File: config.mk
export PLATFORM = sky130hd
export DESIGN_NAME = dmem_access_ctrl
export DESIGN_NICKNAME = d
export VERILOG_FILES = /design/src/rtl/dmem_access_ctrl.sv
export SDC_FILE = /design/constraint.sdc
export NUM_CORES = 1
export LEC_CHECK = 0
export CAP_MARGIN = 20
export CORE_AREA = 2 2 129 99
export DETAILED_ROUTE_END_ITERATION = 8
export DIE_AREA = 0 0 131 101
export GPL_ROUTABILITY_DRIVEN = 0
export PLACE_DENSITY = 0.84
export SKIP_CTS_REPAIR_TIMING = 1
export SYNTH_ARGS = -nofsm -noshare
export SYNTH_HDL_FRONTEND = slang
export SYNTH_SLANG_ARGS = --single-unit
File: constraint.sdc
create_clock -name CLK -period 4.4 [get_ports CLK]
set_clock_uncertainty 0.2 [all_clocks]
set_input_delay 1.32 -clock CLK [delete_from_list [all_inputs] [get_ports CLK]]
set_output_delay 1.32 -clock CLK [all_outputs]
set_load 0.02 [all_outputs]
File: src/rtl/dmem_access_ctrl.sv
// dmem_access_ctrl: sequences MEM-stage loads/stores onto the shared data
// memory. Checks alignment, builds byte enables and lane-replicated store
// data, waits out the memory busywait handshake (bounded by a timeout) and
// returns sign/zero-extended load data. BUSYWAIT stalls the pipeline while
// an access is outstanding.
module dmem_access_ctrl #(
  parameter int ADDR_W  = 32,
  parameter int TIMEOUT = 255,
  parameter int TO_W    = 8
) (
  input  logic              CLK,
  input  logic              RESET,
  input  logic              MEM_READ,
  input  logic              MEM_WRITE,
  input  logic [2:0]        FUNCT3,
  input  logic [ADDR_W-1:0] ADDRESS,
  input  logic [31:0]       WRITE_DATA,
  output logic [31:0]       READ_DATA,
  output logic              BUSYWAIT,
  output logic              MISALIGNED,
  output logic              MEM_FAULT,
  output logic              DMEM_READ,
  output logic              DMEM_WRITE,
  output logic [ADDR_W-1:0] DMEM_ADDR,
  output logic [31:0]       DMEM_WDATA,
  output logic [3:0]        DMEM_BYTEEN,
  input  logic [31:0]       DMEM_RDATA,
  input  logic              DMEM_BUSYWAIT
);

  typedef enum logic [1:0] {IDLE, ACCESS, DONE} state_t;

  state_t            state_q, state_d;
  logic [ADDR_W-1:0] addr_q, addr_d;
  logic [2:0]        funct3_q, funct3_d;
  logic [31:0]       wdata_q, wdata_d;
  logic              is_write_q, is_write_d;
  logic [TO_W-1:0]   cnt_q, cnt_d;
  logic [31:0]       read_data_q, read_data_d;
  logic              dmem_read_q, dmem_read_d;
  logic              dmem_write_q, dmem_write_d;
  logic              misaligned_q, misaligned_d;
  logic              mem_fault_q, mem_fault_d;

  logic              req_any;
  logic              illegal;
  logic              misal;

  // Extract the addressed byte/halfword from a memory word and extend it.
  function automatic logic [31:0] load_refine(input logic [2:0]  f,
                                              input logic [1:0]  off,
                                              input logic [31:0] w);
    logic [7:0]         b;
    logic [15:0]        h;
    logic signed [31:0] r;
    b = w[{off, 3'b000} +: 8];
    h = off[1] ? w[31:16] : w[15:0];
    case (f)
      3'b000:  r = {{24{b[7]}}, b};
      3'b100:  r = {24'd0, b};
      3'b001:  r = {{16{h[15]}}, h};
      3'b101:  r = {16'd0, h};
      default: r = w;
    endcase
    return r;
  endfunction

  // Replicate store data across every lane it could land in.
  function automatic logic [31:0] store_wdata(input logic [2:0]  f,
                                              input logic [31:0] d);
    case (f[1:0])
      2'b00:   return {4{d[7:0]}};
      2'b01:   return {2{d[15:0]}};
      default: return d;
    endcase
  endfunction

  // Byte-lane enables for a store of the given size at the given offset.
  function automatic logic [3:0] store_be(input logic [2:0] f,
                                          input logic [1:0] off);
    case (f[1:0])
      2'b00:   return 4'b0001 << off;
      2'b01:   return off[1] ? 4'b1100 : 4'b0011;
      default: return 4'b1111;
    endcase
  endfunction

  // Classify the incoming request: illegal encodings outrank misalignment.
  always_comb begin
    req_any = MEM_READ | MEM_WRITE;
    illegal = (MEM_READ & MEM_WRITE)
            | (FUNCT3 == 3'b011) | (FUNCT3 == 3'b110) | (FUNCT3 == 3'b111)
            | (MEM_WRITE & FUNCT3[2]);
    case (FUNCT3)
      3'b001, 3'b101: misal = ADDRESS[0];
      3'b010:         misal = |ADDRESS[1:0];
      default:        misal = 1'b0;
    endcase
  end

  // Next-state, capture and stall logic of the access sequencer.
  always_comb begin
    state_d      = state_q;
    addr_d       = addr_q;
    funct3_d     = funct3_q;
    wdata_d      = wdata_q;
    is_write_d   = is_write_q;
    cnt_d        = cnt_q;
    read_data_d  = read_data_q;
    dmem_read_d  = dmem_read_q;
    dmem_write_d = dmem_write_q;
    misaligned_d = 1'b0;
    mem_fault_d  = 1'b0;
    BUSYWAIT     = 1'b0;
    case (state_q)
      IDLE: begin
        if (req_any) begin
          if (illegal) begin
            mem_fault_d = 1'b1;
          end else if (misal) begin
            misaligned_d = 1'b1;
          end else begin
            BUSYWAIT     = 1'b1;
            addr_d       = ADDRESS;
            funct3_d     = FUNCT3;
            wdata_d      = WRITE_DATA;
            is_write_d   = MEM_WRITE;
            cnt_d        = '0;
            dmem_read_d  = MEM_READ;
            dmem_write_d = MEM_WRITE;
            state_d      = ACCESS;
          end
        end
      end
      ACCESS: begin
        BUSYWAIT = 1'b1;
        cnt_d    = cnt_q + 1'b1;
        if (!DMEM_BUSYWAIT) begin
          if (!is_write_q) begin
            read_data_d = load_refine(funct3_q, addr_q[1:0], DMEM_RDATA);
          end
          dmem_read_d  = 1'b0;
          dmem_write_d = 1'b0;
          state_d      = DONE;
        end else if (cnt_q == TO_W'(TIMEOUT - 1)) begin
          // Memory never answered: abandon the access and flag it.
          read_data_d  = '0;
          mem_fault_d  = 1'b1;
          dmem_read_d  = 1'b0;
          dmem_write_d = 1'b0;
          state_d      = DONE;
        end
      end
      DONE: begin
        // One non-stalled cycle lets the pipeline advance past this access.
        state_d = IDLE;
      end
      default: state_d = IDLE;
    endcase
  end

  // State and captured-request registers with synchronous reset.
  always_ff @(posedge CLK) begin
    if (RESET) begin
      state_q      <= IDLE;
      addr_q       <= '0;
      funct3_q     <= '0;
      wdata_q      <= '0;
      is_write_q   <= 1'b0;
      cnt_q        <= '0;
      read_data_q  <= '0;
      dmem_read_q  <= 1'b0;
      dmem_write_q <= 1'b0;
      misaligned_q <= 1'b0;
      mem_fault_q  <= 1'b0;
    end else begin
      state_q      <= state_d;
      addr_q       <= addr_d;
      funct3_q     <= funct3_d;
      wdata_q      <= wdata_d;
      is_write_q   <= is_write_d;
      cnt_q        <= cnt_d;
      read_data_q  <= read_data_d;
      dmem_read_q  <= dmem_read_d;
      dmem_write_q <= dmem_write_d;
      misaligned_q <= misaligned_d;
      mem_fault_q  <= mem_fault_d;
    end
  end

  // Memory-side outputs are driven only while a strobe is up.
  always_comb begin
    DMEM_ADDR   = '0;
    DMEM_WDATA  = '0;
    DMEM_BYTEEN = 4'h0;
    if (dmem_read_q | dmem_write_q) begin
      DMEM_ADDR = {addr_q[ADDR_W-1:2], 2'b00};
    end
    if (dmem_write_q) begin
      DMEM_WDATA  = store_wdata(funct3_q, wdata_q);
      DMEM_BYTEEN = store_be(funct3_q, addr_q[1:0]);
    end else if (dmem_read_q) begin
      DMEM_BYTEEN = 4'b1111;
    end
  end

  assign READ_DATA  = read_data_q;
  assign DMEM_READ  = dmem_read_q;
  assign DMEM_WRITE = dmem_write_q;
  assign MISALIGNED = misaligned_q;
  assign MEM_FAULT  = mem_fault_q;

endmodule

==> results of run 1 <==
stage by stage:
| stage | setup TNS (ps) | setup WS (ps) | utilization, % | power, uW |
|---|---|---|---|---|
| CTS | -268 | -268 | 69.3 | 2850 |
| detailed placement | -256 | -256 | 64.9 | 1610 |
| global placement | -217 | -217 | 64.9 | 1600 |
| finish | 0 | 72.2 | 69.4 | 2830 |
| global route | 0 | 4.32 | 69.4 | 2950 |
| floorplan | 0 | 499 | - | 1390 |
cell families after synthesis:
group | count (synthesis) | share of synthesized area [%]
AOI/OAI and AO/OA | 183 | 21.8
adders and majority gates | 2 | 0.444
buffers and inverters | 66 | 5.91
DFF | 114 | 40.5
muxes | 32 | 5.86
other | 1 | 0.0666
and+or+nand+nor | 302 | 25.4
worst min-delay path by stage:
stage / startpoint / to / depth (start not counted)
floorplan: addr_q[10] / addr_q[10] / 2
global placement: READ_DATA[1] / READ_DATA[1] / 2
detailed placement: READ_DATA[2] / READ_DATA[2] / 2
CTS: READ_DATA[2] / READ_DATA[2] / 2
global route: READ_DATA[2] / READ_DATA[2] / 2
finish: READ_DATA[2] / READ_DATA[2] / 2
layout make-up:
type	count	share of cell area, %
multi-input combinational	521	36.5
sequential	114	27.3
timing repair buffer	232	27.2
clock buffer	20	5.23
tap	166	2.49
clock inverter	11	1.09
inverter	4	0.180
flip-flops by register name, indices dropped and copies added, names as in the netlist:
| name | cells |
|---|---|
| READ_DATA | 32 |
| state_q | 2 |
| wdata_q | 32 |
| is_write_q | 1 |
| funct3_q | 3 |
| addr_q | 32 |
| DMEM_WRITE | 1 |
| DMEM_READ | 1 |
| cnt_q | 8 |
| MEM_FAULT | 1 |
| MISALIGNED | 1 |
metal layers:
metal | global-route usage (%) | vias to the layer above | wire, um
met5 | 0 | - | 0
met4 | 6.96 | 0 | 246
met3 | 10.7 | 24 | 1670
met2 | 40.7 | 219 | 7880
met1 | 32.6 | 2654 | 7270
li1 | - | 2786 | -
power by group through the flow:
stage / Clock [uW] / Sequential (uW) / Combinational, uW
2_1_floorplan: 0 / 1140 / 253
3_3_place_gp: 0 / 1140 / 461
3_5_place_dp: 0 / 1140 / 467
4_1_cts: 1260 / 1120 / 470
5_1_grt: 1310 / 1130 / 511
6_report: 1240 / 1120 / 472
placed cells by master, fill, tap and decap left out, types with 17 or more instances in the layout:
cell / n
dfxtp_1: 114
buf_4: 26
nand2b_1: 19
a22o_1: 23
clkbuf_16: 17
nand2_1: 181
nor2b_1: 41
a21oi_1: 81
mux2i_1: 24
clkdlybuf4s50_1: 204
critical path, delay by kind of cell:
| family | cells | cell delay [ps] |
|---|---|---|
| AND/OR/NAND/NOR | 2 | 230 |
| buffers and inverters | 3 | 910 |
| AO/OA/AOI/OAI | 1 | 340 |
==> results.md, run 1 <==
- Run status: finished, final reports clean
- Antenna Cells: 0
- Crit path required time: about 2900 ps
- RSZ-0062 raised after global routing: no
- DP HPWL: between 10000 and 15000 um
- Cell variety after synth: 54
- Final WL: ~17000 um
- CTS clk-pin slew, worst paths: about 50 ps
- Ports: between 200 and 250
- CP Max Fanout: 8
- Fin crit period: approximately 4300 ps
- Residual DRC: 0
- CTS sink cnt: around 110
- Psw: about 760 uW
- Worst EP arrival: 2810 ps
- Routed Antenna Nets: 0
- Post-DP Area: between 0.007 and 0.008 mm^2
- Worst skew pair latency: around 400 ps
- Reg area: 0.00228 mm^2
- Avg WL per Cell: 16.0 um
- Most frequent cells after synthesis: 181 x nand2_1, 114 x dfxtp_1, 81 x a21oi_1
- Initial antenna violation count: 0
- Pwr per Cell Area: 339 mW/mm^2
- Sw frac: between 20% and 30%
- Core area: about 0.012 mm^2
- Initial core utilization: 46.8%
- Worst IR Drop VDD: slightly above 0.3 mV
- Crit Path Class: in -> out
- Total die area: between 0.01 and 0.015 mm^2
- Tightest Pin Transition: between 700 and 800 ps
- Layout cells sized above 1: 8.98%
- Fmax achieved: roughly 230 MHz
- CP peak stage delay: 510 ps
- Worst r2r dst: READ_DATA[21]
- Ranking of synthesized cells by area: dfxtp_1 41%, nand2_1 12%, a21oi_1 7.2%
- PortBufs: 206
- Register area share after synthesis: approximately two fifths
- Placed Instances: around 1000
- Dominant cell type by area after synthesis: dfxtp_1
- Clock buffer depth: 2
- Area Growth Syn to Fin: 48.3%
- Sequential Power Share: around two fifths
- RR Startpoint: funct3_q[1]
- Synth Warn #: 0
- Critical Path Start: MEM_WRITE
- Router iterations before antenna repair: 5
- Final hold slack: around 240 ps
- Final period util: between 90% and 100%
- Pint: a little over 2000 uW
- Crit path cell chain: clkdlybuf4s50_1, buf_4, nand4bb_1, a211o_1, nand2_1, dlymetal6s2s_1
- First-pass GRT wire length: approximately 27000 um
- Congestion Overflow GR: 0
- CTS tree: done
- Post-synth EDFFs: 0
- Register bit total from synthesis: around 110
- HP Class: reg -> reg
- Vias/cell: approximately 5.3
- Multi-input logic area: ~0.0031 mm^2
- Starting DRT DRC Count: 340
- Layout Nets: 996
- P_leak: between 0.002 and 0.003 uW
- Gate Count Post-Synth: 700
- # rows: 35
- Startpoint types: input pin
- Final setup viols: 0
- Total CTS buffers: 17
- Top-count cell post-synth: nand2_1
- # H-tree levels: 4
- Worst setup EP type: output pin
- Filler cells: around 970
- Post-synth top flop: dfxtp_1
- Slowest CP cell: clkdlybuf4s50_1
- Largest net degree at the start of global routing: between 60 and 70
- Reg2Reg Setup Slack: 2190 ps
- All-Layer GR Usage: 25.8%
- Synthesized cell area: between 0.005 and 0.006 mm^2
- CP Capture Point: BUSYWAIT
- Combinational cell fraction of total power: 16.6%
- Post-route cell area: ~0.0084 mm^2
- Final slew viol count: 0
- Die Height: a little over 100 um
- Slew headroom: 52.6%
- Ys async rst share: 0%
- Final hold viol count: 0
- Vias in the first global route: about 5300
- Clk pwr share: between 40% and 50%
- Max_cap viols: 0
- Non-Filler Instances: around 1100
- Routed via count: ~5700
- Clk root buf: clkbuf_16
- Die W: about 130 um
- Yosys top cell area share: between 40% and 50%
- FF-to-FF path depth: 7
- Mean Syn Cell Area: around 8.0 um^2
No activity file was read; power rests on OpenSTA's default activity.
==> run 2, diff against run 1 <==
==> constraint.sdc (replaced) <==
create_clock -name CLK -period 5.5 [get_ports CLK]
set_clock_uncertainty 0.2 [all_clocks]
set_input_delay 1.65 -clock CLK [delete_from_list [all_inputs] [get_ports CLK]]
set_output_delay 1.65 -clock CLK [all_outputs]
set_load 0.02 [all_outputs]
==> results.md, run 2 (synthesis gave the netlist of run 1 again) <==
- Run status: finished, final reports clean
- CTS clk-pin slew, worst paths: 50 ps (about the same)
- Vias/cell: 5.32 (about the same)
- FF-to-FF path depth: 4 (-3)
- Pwr per Cell Area: 280 mW/mm^2 (-18%)
- RR Startpoint: funct3_q[1]
- Total CTS buffers: 17 (unchanged)
- Buf/Inv on CP: 2 (-1)
- Worst r2r dst: READ_DATA[16]
- Slowest CP cell: clkdlybuf4s50_1
- Final hold slack: 240 ps (-2.49 ps)
- Reg2Reg Setup Slack: 2740 ps (+550 ps)
- Total negative slack: 0 ps (unchanged)
- Largest net degree at the start of global routing: 95 (+40%)
- Clk root buf: clkbuf_16
- Worst IR Drop VDD: 0.242 mV (-20%)
- Fin crit period: 5060 ps
- CP Capture Point: BUSYWAIT
- # H-tree levels: 4 (unchanged)
- Total die area: 0.0132 mm^2 (unchanged)
- DP HPWL: 11700 um (-0.86%)
- PortBufs: 206 (unchanged)
- Ports: 209 (unchanged)
- Starting DRT DRC Count: 310 (-8.8%)
- Multi-input logic area: 0.00304 mm^2 (-0.21%)
- Area Growth Syn to Fin: 47.1%
- Initial antenna violation count: 0 (unchanged)
- Delay-heaviest family, CP: buffers and inverters
- HP Class: reg -> reg
- Worst EP arrival: 3210 ps (+400 ps)
- Final hold viol count: 0 (unchanged)
- Levels on crit path: 6 (unchanged)
- CP peak stage delay: 490 ps (-20 ps)
- CTS tree: done
- # rows: 35 (unchanged)
- Critical Path Start: FUNCT3[2]
- Crit Path Class: in -> out
- Layout cells sized above 1: 7.54% (-1.4 points)
- Antenna Cells: 0 (unchanged)
- P_leak: 0.00295 uW (-1.5%)
- Residual DRC: 0 (unchanged)
- Slew headroom: 30.8% (-22 points)
- Routed Antenna Nets: 0 (unchanged)
- Die Height: 101 um (unchanged)
- Routed via count: 5613 (-1.2%)
- Crit path required time: 3650 ps (+770 ps)
- Final slew viol count: 0 (unchanged)
- Vias in the first global route: 5240 (-1.5%)
- Leading cell types in the layout, fill and taps excluded: 204 x clkdlybuf4s50_1, 181 x nand2_1, 114 x dfxtp_1
- First-pass GRT wire length: 26400 um (-1.1%)
- Max_cap viols: 0 (unchanged)
- Initial core utilization: 46.8% (unchanged)
- Fmax achieved: around 200 MHz
- CP Max Fanout: 5 (-3)
- Power Total: 2320 uW (-18%)
- CTS sink cnt: 114 (unchanged)
- Layout Nets: 982 (-1.4%)
- Worst skew pair latency: 400 ps (about the same)
- Final setup viols: 0 (unchanged)
- Startpoint types: input pin
- Router iterations before antenna repair: 5 (unchanged)
- Reg area: 0.00228 mm^2 (unchanged)
- Core area: 0.0120 mm^2 (unchanged)
- Tightest Pin Transition: 1040 ps (+326 ps)
- Final period util: between 90% and 100%
- Final WL: 16800 um (-1.7%)
- Congestion Overflow GR: 0 (unchanged)
- Commonest non-fill, non-tap cell in the layout: clkdlybuf4s50_1
- Worst setup EP type: output pin
- Filler cells: 982 (+1.6%)
- All-Layer GR Usage: 25.6% (-0.22 points)
- Crit path cell chain: clkdlybuf4s50_1, nor4b_1, a21oi_1, a211o_1, nand2_1, dlymetal6s2s_1
- RSZ-0062 raised after global routing: no
- Clock buffer depth: 2 (unchanged)
- Avg WL per Cell: 15.9 um (-0.54%)
- Die W: 131 um (unchanged)
-- run 2: area by class of cell --
cell class                 count  share of cell area, %
multi-input combinational    521                   36.7
tap                          166                   2.51
inverter                       4                  0.181
clock inverter                11                   1.36
clock buffer                  21                   5.43
sequential                   114                   27.5
timing repair buffer         218                   26.3
-- run 2: how the worst min path moves through the flow --
stage | endpoint | slack, ps | depth (start not counted) | startpoint
after floorplan | addr_q[10] | 230 | 2 | addr_q[10]
after global placement | READ_DATA[2] | 230 | 2 | READ_DATA[2]
after detailed placement | READ_DATA[6] | 230 | 2 | READ_DATA[6]
after CTS | READ_DATA[6] | 240 | 2 | READ_DATA[6]
after global routing | wdata_q[24] | 270 | 2 | wdata_q[24]
final | READ_DATA[6] | 240 | 2 | READ_DATA[6]
-- run 2: where the power goes --
group / internal (uW) / switching, uW
clock: 673 / 383
sequential: 867 / 30.6
combinational: 174 / 191
total: 1710 / 604
-- run 2: routing by layer --
metal	vias up	track usage, %	part of all wire [%]	wire (um)
met4	0	7.77	1.9	323
met1	2615	31.8	43	7290
met2	207	40.7	46	7680
met3	27	10.5	8.8	1480
li1	2764	-	-	-
met5	-	0	0	0
-- run 2: worst reg2reg max path, delay by kind of cell (launching register included) --
family                 cells  cell delay [ps]
DFF                        1              740
and+or+nand+nor            1              690
buffers and inverters      1              620
AOI/OAI and AO/OA          2              460
-- run 2: through the flow --
stage / utilization (%) / cell area [um^2] / setup slack (ps) / instances
3_3_place_gp: 64.1 / 7720 / 104 / 1023
5_1_grt: 68.8 / 8290 / 322 / 1055
6_report: 68.8 / 8290 / 435 / 1055
4_1_cts: 68.8 / 8290 / 58.1 / 1055
3_5_place_dp: 64.1 / 7720 / 64.4 / 1023
2_1_floorplan: - / 5640 / 939 / 701
==> run 3, diff against run 2 <==
--- a/config.mk
+++ b/config.mk
@@ -5,12 +5,13 @@
 export SDC_FILE = /design/constraint.sdc
 export NUM_CORES = 1
 export LEC_CHECK = 0
+export ABC_CLOCK_PERIOD_IN_PS = 5500
 export CAP_MARGIN = 20
 export CORE_AREA = 2 2 129 99
 export DETAILED_ROUTE_END_ITERATION = 8
 export DIE_AREA = 0 0 131 101
 export GPL_ROUTABILITY_DRIVEN = 0
-export PLACE_DENSITY = 0.84
+export PLACE_DENSITY_LB_ADDON = 0.3
 export SKIP_CTS_REPAIR_TIMING = 1
 export SYNTH_ARGS = -nofsm -noshare
 export SYNTH_HDL_FRONTEND = slang
==> results.md, run 3 (synthesis gave the netlist of run 1 again) <==
- Run status: finished, final reports clean
- Total negative slack: 0 ps (unchanged)
- Startpoint types: input pin
- Layout Nets: 984 (+0.20%)
- Router iterations before antenna repair: 5 (unchanged)
- Sw frac: 25.3% (-0.72 points)
- CP peak stage delay: 510 ps (+20 ps)
- Final slew viol count: 0 (unchanged)
- Fin crit period: 5050 ps (-15.0 ps)
- Psw: 614 uW (+1.7%)
- Clk pwr share: 47.7% (+2.2 points)
- Commonest non-fill, non-tap cell in the layout: clkdlybuf4s50_1
- Multi-input logic area: 0.00305 mm^2 (+0.21%)
- Final WL: 17300 um (+3.2%)
- Largest net degree at the start of global routing: 95 (unchanged)
- Antenna Cells: 0 (unchanged)
- DP HPWL: 12000 um (+2.4%)
- Final setup viols: 0 (unchanged)
- Worst skew pair latency: 400 ps (about the same)
- Initial core utilization: 46.8% (unchanged)
- RSZ-0062 raised after global routing: no
- P_leak: 0.00297 uW (+0.85%)
- Slowest CP cell: clkdlybuf4s50_1
- Core area: 0.0120 mm^2 (unchanged)
- Crit Path Class: in -> out
- Fmax achieved: 198 MHz (+0.30%)
- Ports: 209 (unchanged)
- Routed via count: 5768 (+2.8%)
- Pint: 1810 uW (+5.6%)
- Max_cap viols: 0 (unchanged)
- Slew headroom: 31.4% (+0.60 points)
- Crit path cell chain: clkdlybuf4s50_1, nor4b_2, a21oi_1, a211o_1, nand2_1, dlymetal6s2s_1
- Final hold slack: 241 ps (+1.04 ps)
- Die Height: 101 um (unchanged)
- PortBufs: 206 (unchanged)
- First-pass GRT wire length: 27600 um (+4.4%)
- Tightest Pin Transition: 1030 ps (-9.00 ps)
- Die W: 131 um (unchanged)
- Initial antenna violation count: 0 (unchanged)
- Clk root buf: clkbuf_16
- CTS sink cnt: 114 (unchanged)
- CTS clk-pin slew, worst paths: 50 ps (about the same)
- Total CTS buffers: 17 (unchanged)
- Filler cells: 949 (-3.4%)
- All-Layer GR Usage: 26.5% (+0.90 points)
- Leading cell types in the layout, fill and taps excluded: 204 x clkdlybuf4s50_1, 181 x nand2_1, 114 x dfxtp_1
- Sequential Power Share: 37.0% (-1.7 points)
- Crit path required time: 3650 ps (about the same)
- # rows: 35 (unchanged)
- # H-tree levels: 4 (unchanged)
- Clock buffer depth: 2 (unchanged)
- Pwr per Cell Area: 290 mW/mm^2 (+3.7%)
- Congestion Overflow GR: 0 (unchanged)
- Final hold viol count: 0 (unchanged)
- Worst IR Drop VDD: 0.217 mV (-10%)
- Residual DRC: 0 (unchanged)
- Avg WL per Cell: 16.4 um (+3.0%)
- Worst EP arrival: 3200 ps (about the same)
- Routed Antenna Nets: 0 (unchanged)
- CTS tree: done
- Area Growth Syn to Fin: 48.4%
- Layout cells sized above 1: 8.08% (+0.54 points)
- Combinational cell fraction of total power: 15.3% (-0.4 points)
- Vias in the first global route: 5629 (+7.4%)
- Final period util: 91.8% (-0.27 points)
- HP Class: reg -> reg
- Total die area: 0.0132 mm^2 (unchanged)
- Reg area: 0.00228 mm^2 (unchanged)
- Vias/cell: 5.46 (+2.6%)
- CP Max Fanout: 5 (unchanged)
- Worst setup EP type: output pin
- Starting DRT DRC Count: 326 (+5.2%)
## run 3: cell count changes in the layout (fill, tap and decap cells not counted), moves of 2 or more
cell	change
bufinv_16	+2
clkinv_4	+2
clkinvlp_4	+2
buf_4	+3
clkbuf_1	-2
clkinv_2	-4
## run 3: metrics by stage
| step | worst slack (ps) | total power [uW] | std cells | instance area [um^2] | util (%) |
|---|---|---|---|---|---|
| after floorplan | 939 | 1120 | 701 | 5640 | - |
| after global placement | 187 | 1270 | 1025 | 7730 | 64.2 |
| after detailed placement | 76.7 | 1280 | 1025 | 7730 | 64.2 |
| after CTS | 64.9 | 2440 | 1057 | 8350 | 69.4 |
| after global routing | 391 | 2510 | 1057 | 8360 | 69.4 |
| final | 450 | 2420 | 1057 | 8360 | 69.4 |
## run 3: power by group through the flow
stage                     Clock, uW  Combinational [uW]  Sequential (uW)
after floorplan                   0                 202              914
after global routing           1210                 402              902
after CTS                      1170                 369              897
after global placement            0                 357              912
final                          1160                 371              897
after detailed placement          0                 366              914
## run 3: layout make-up
class                           count  area share [%]
Multi-Input combinational cell    521            36.5
Sequential cell                   114            27.3
Timing Repair Buffer              220            26.1
Clock buffer                       19            5.30
Tap cell                          166            2.48
Clock inverter                     13            2.21
Inverter                            4           0.180
## run 3: per-layer routing
| metal | vias up | track usage, % | wire length [um] |
|---|---|---|---|
| li1 | 2759 | - | - |
| met1 | 2721 | 31.6 | 7130 |
| met2 | 250 | 43.0 | 8070 |
| met3 | 38 | 8.76 | 1610 |
| met4 | 0 | 12.8 | 496 |
| met5 | - | 0 | 0 |
## run 3: critical path: cells and delay by family
| kind | cells | cell delay, ps |
|---|---|---|
| AOI/OAI and AO/OA | 2 | 350 |
| and+or+nand+nor | 2 | 430 |
| buffers and inverters | 2 | 770 |
## run 3: worst paths after layout
| path | from | to | slack (ps) | cells after the start |
|---|---|---|---|---|
| max | FUNCT3[2] | BUSYWAIT | 450 | 6 |
| min | READ_DATA[6] | READ_DATA[6] | 240 | 2 |
| max reg2reg | addr_q[1] | READ_DATA[25] | 2810 | 6 |
| min reg2reg | READ_DATA[6] | READ_DATA[6] | 240 | 2 |
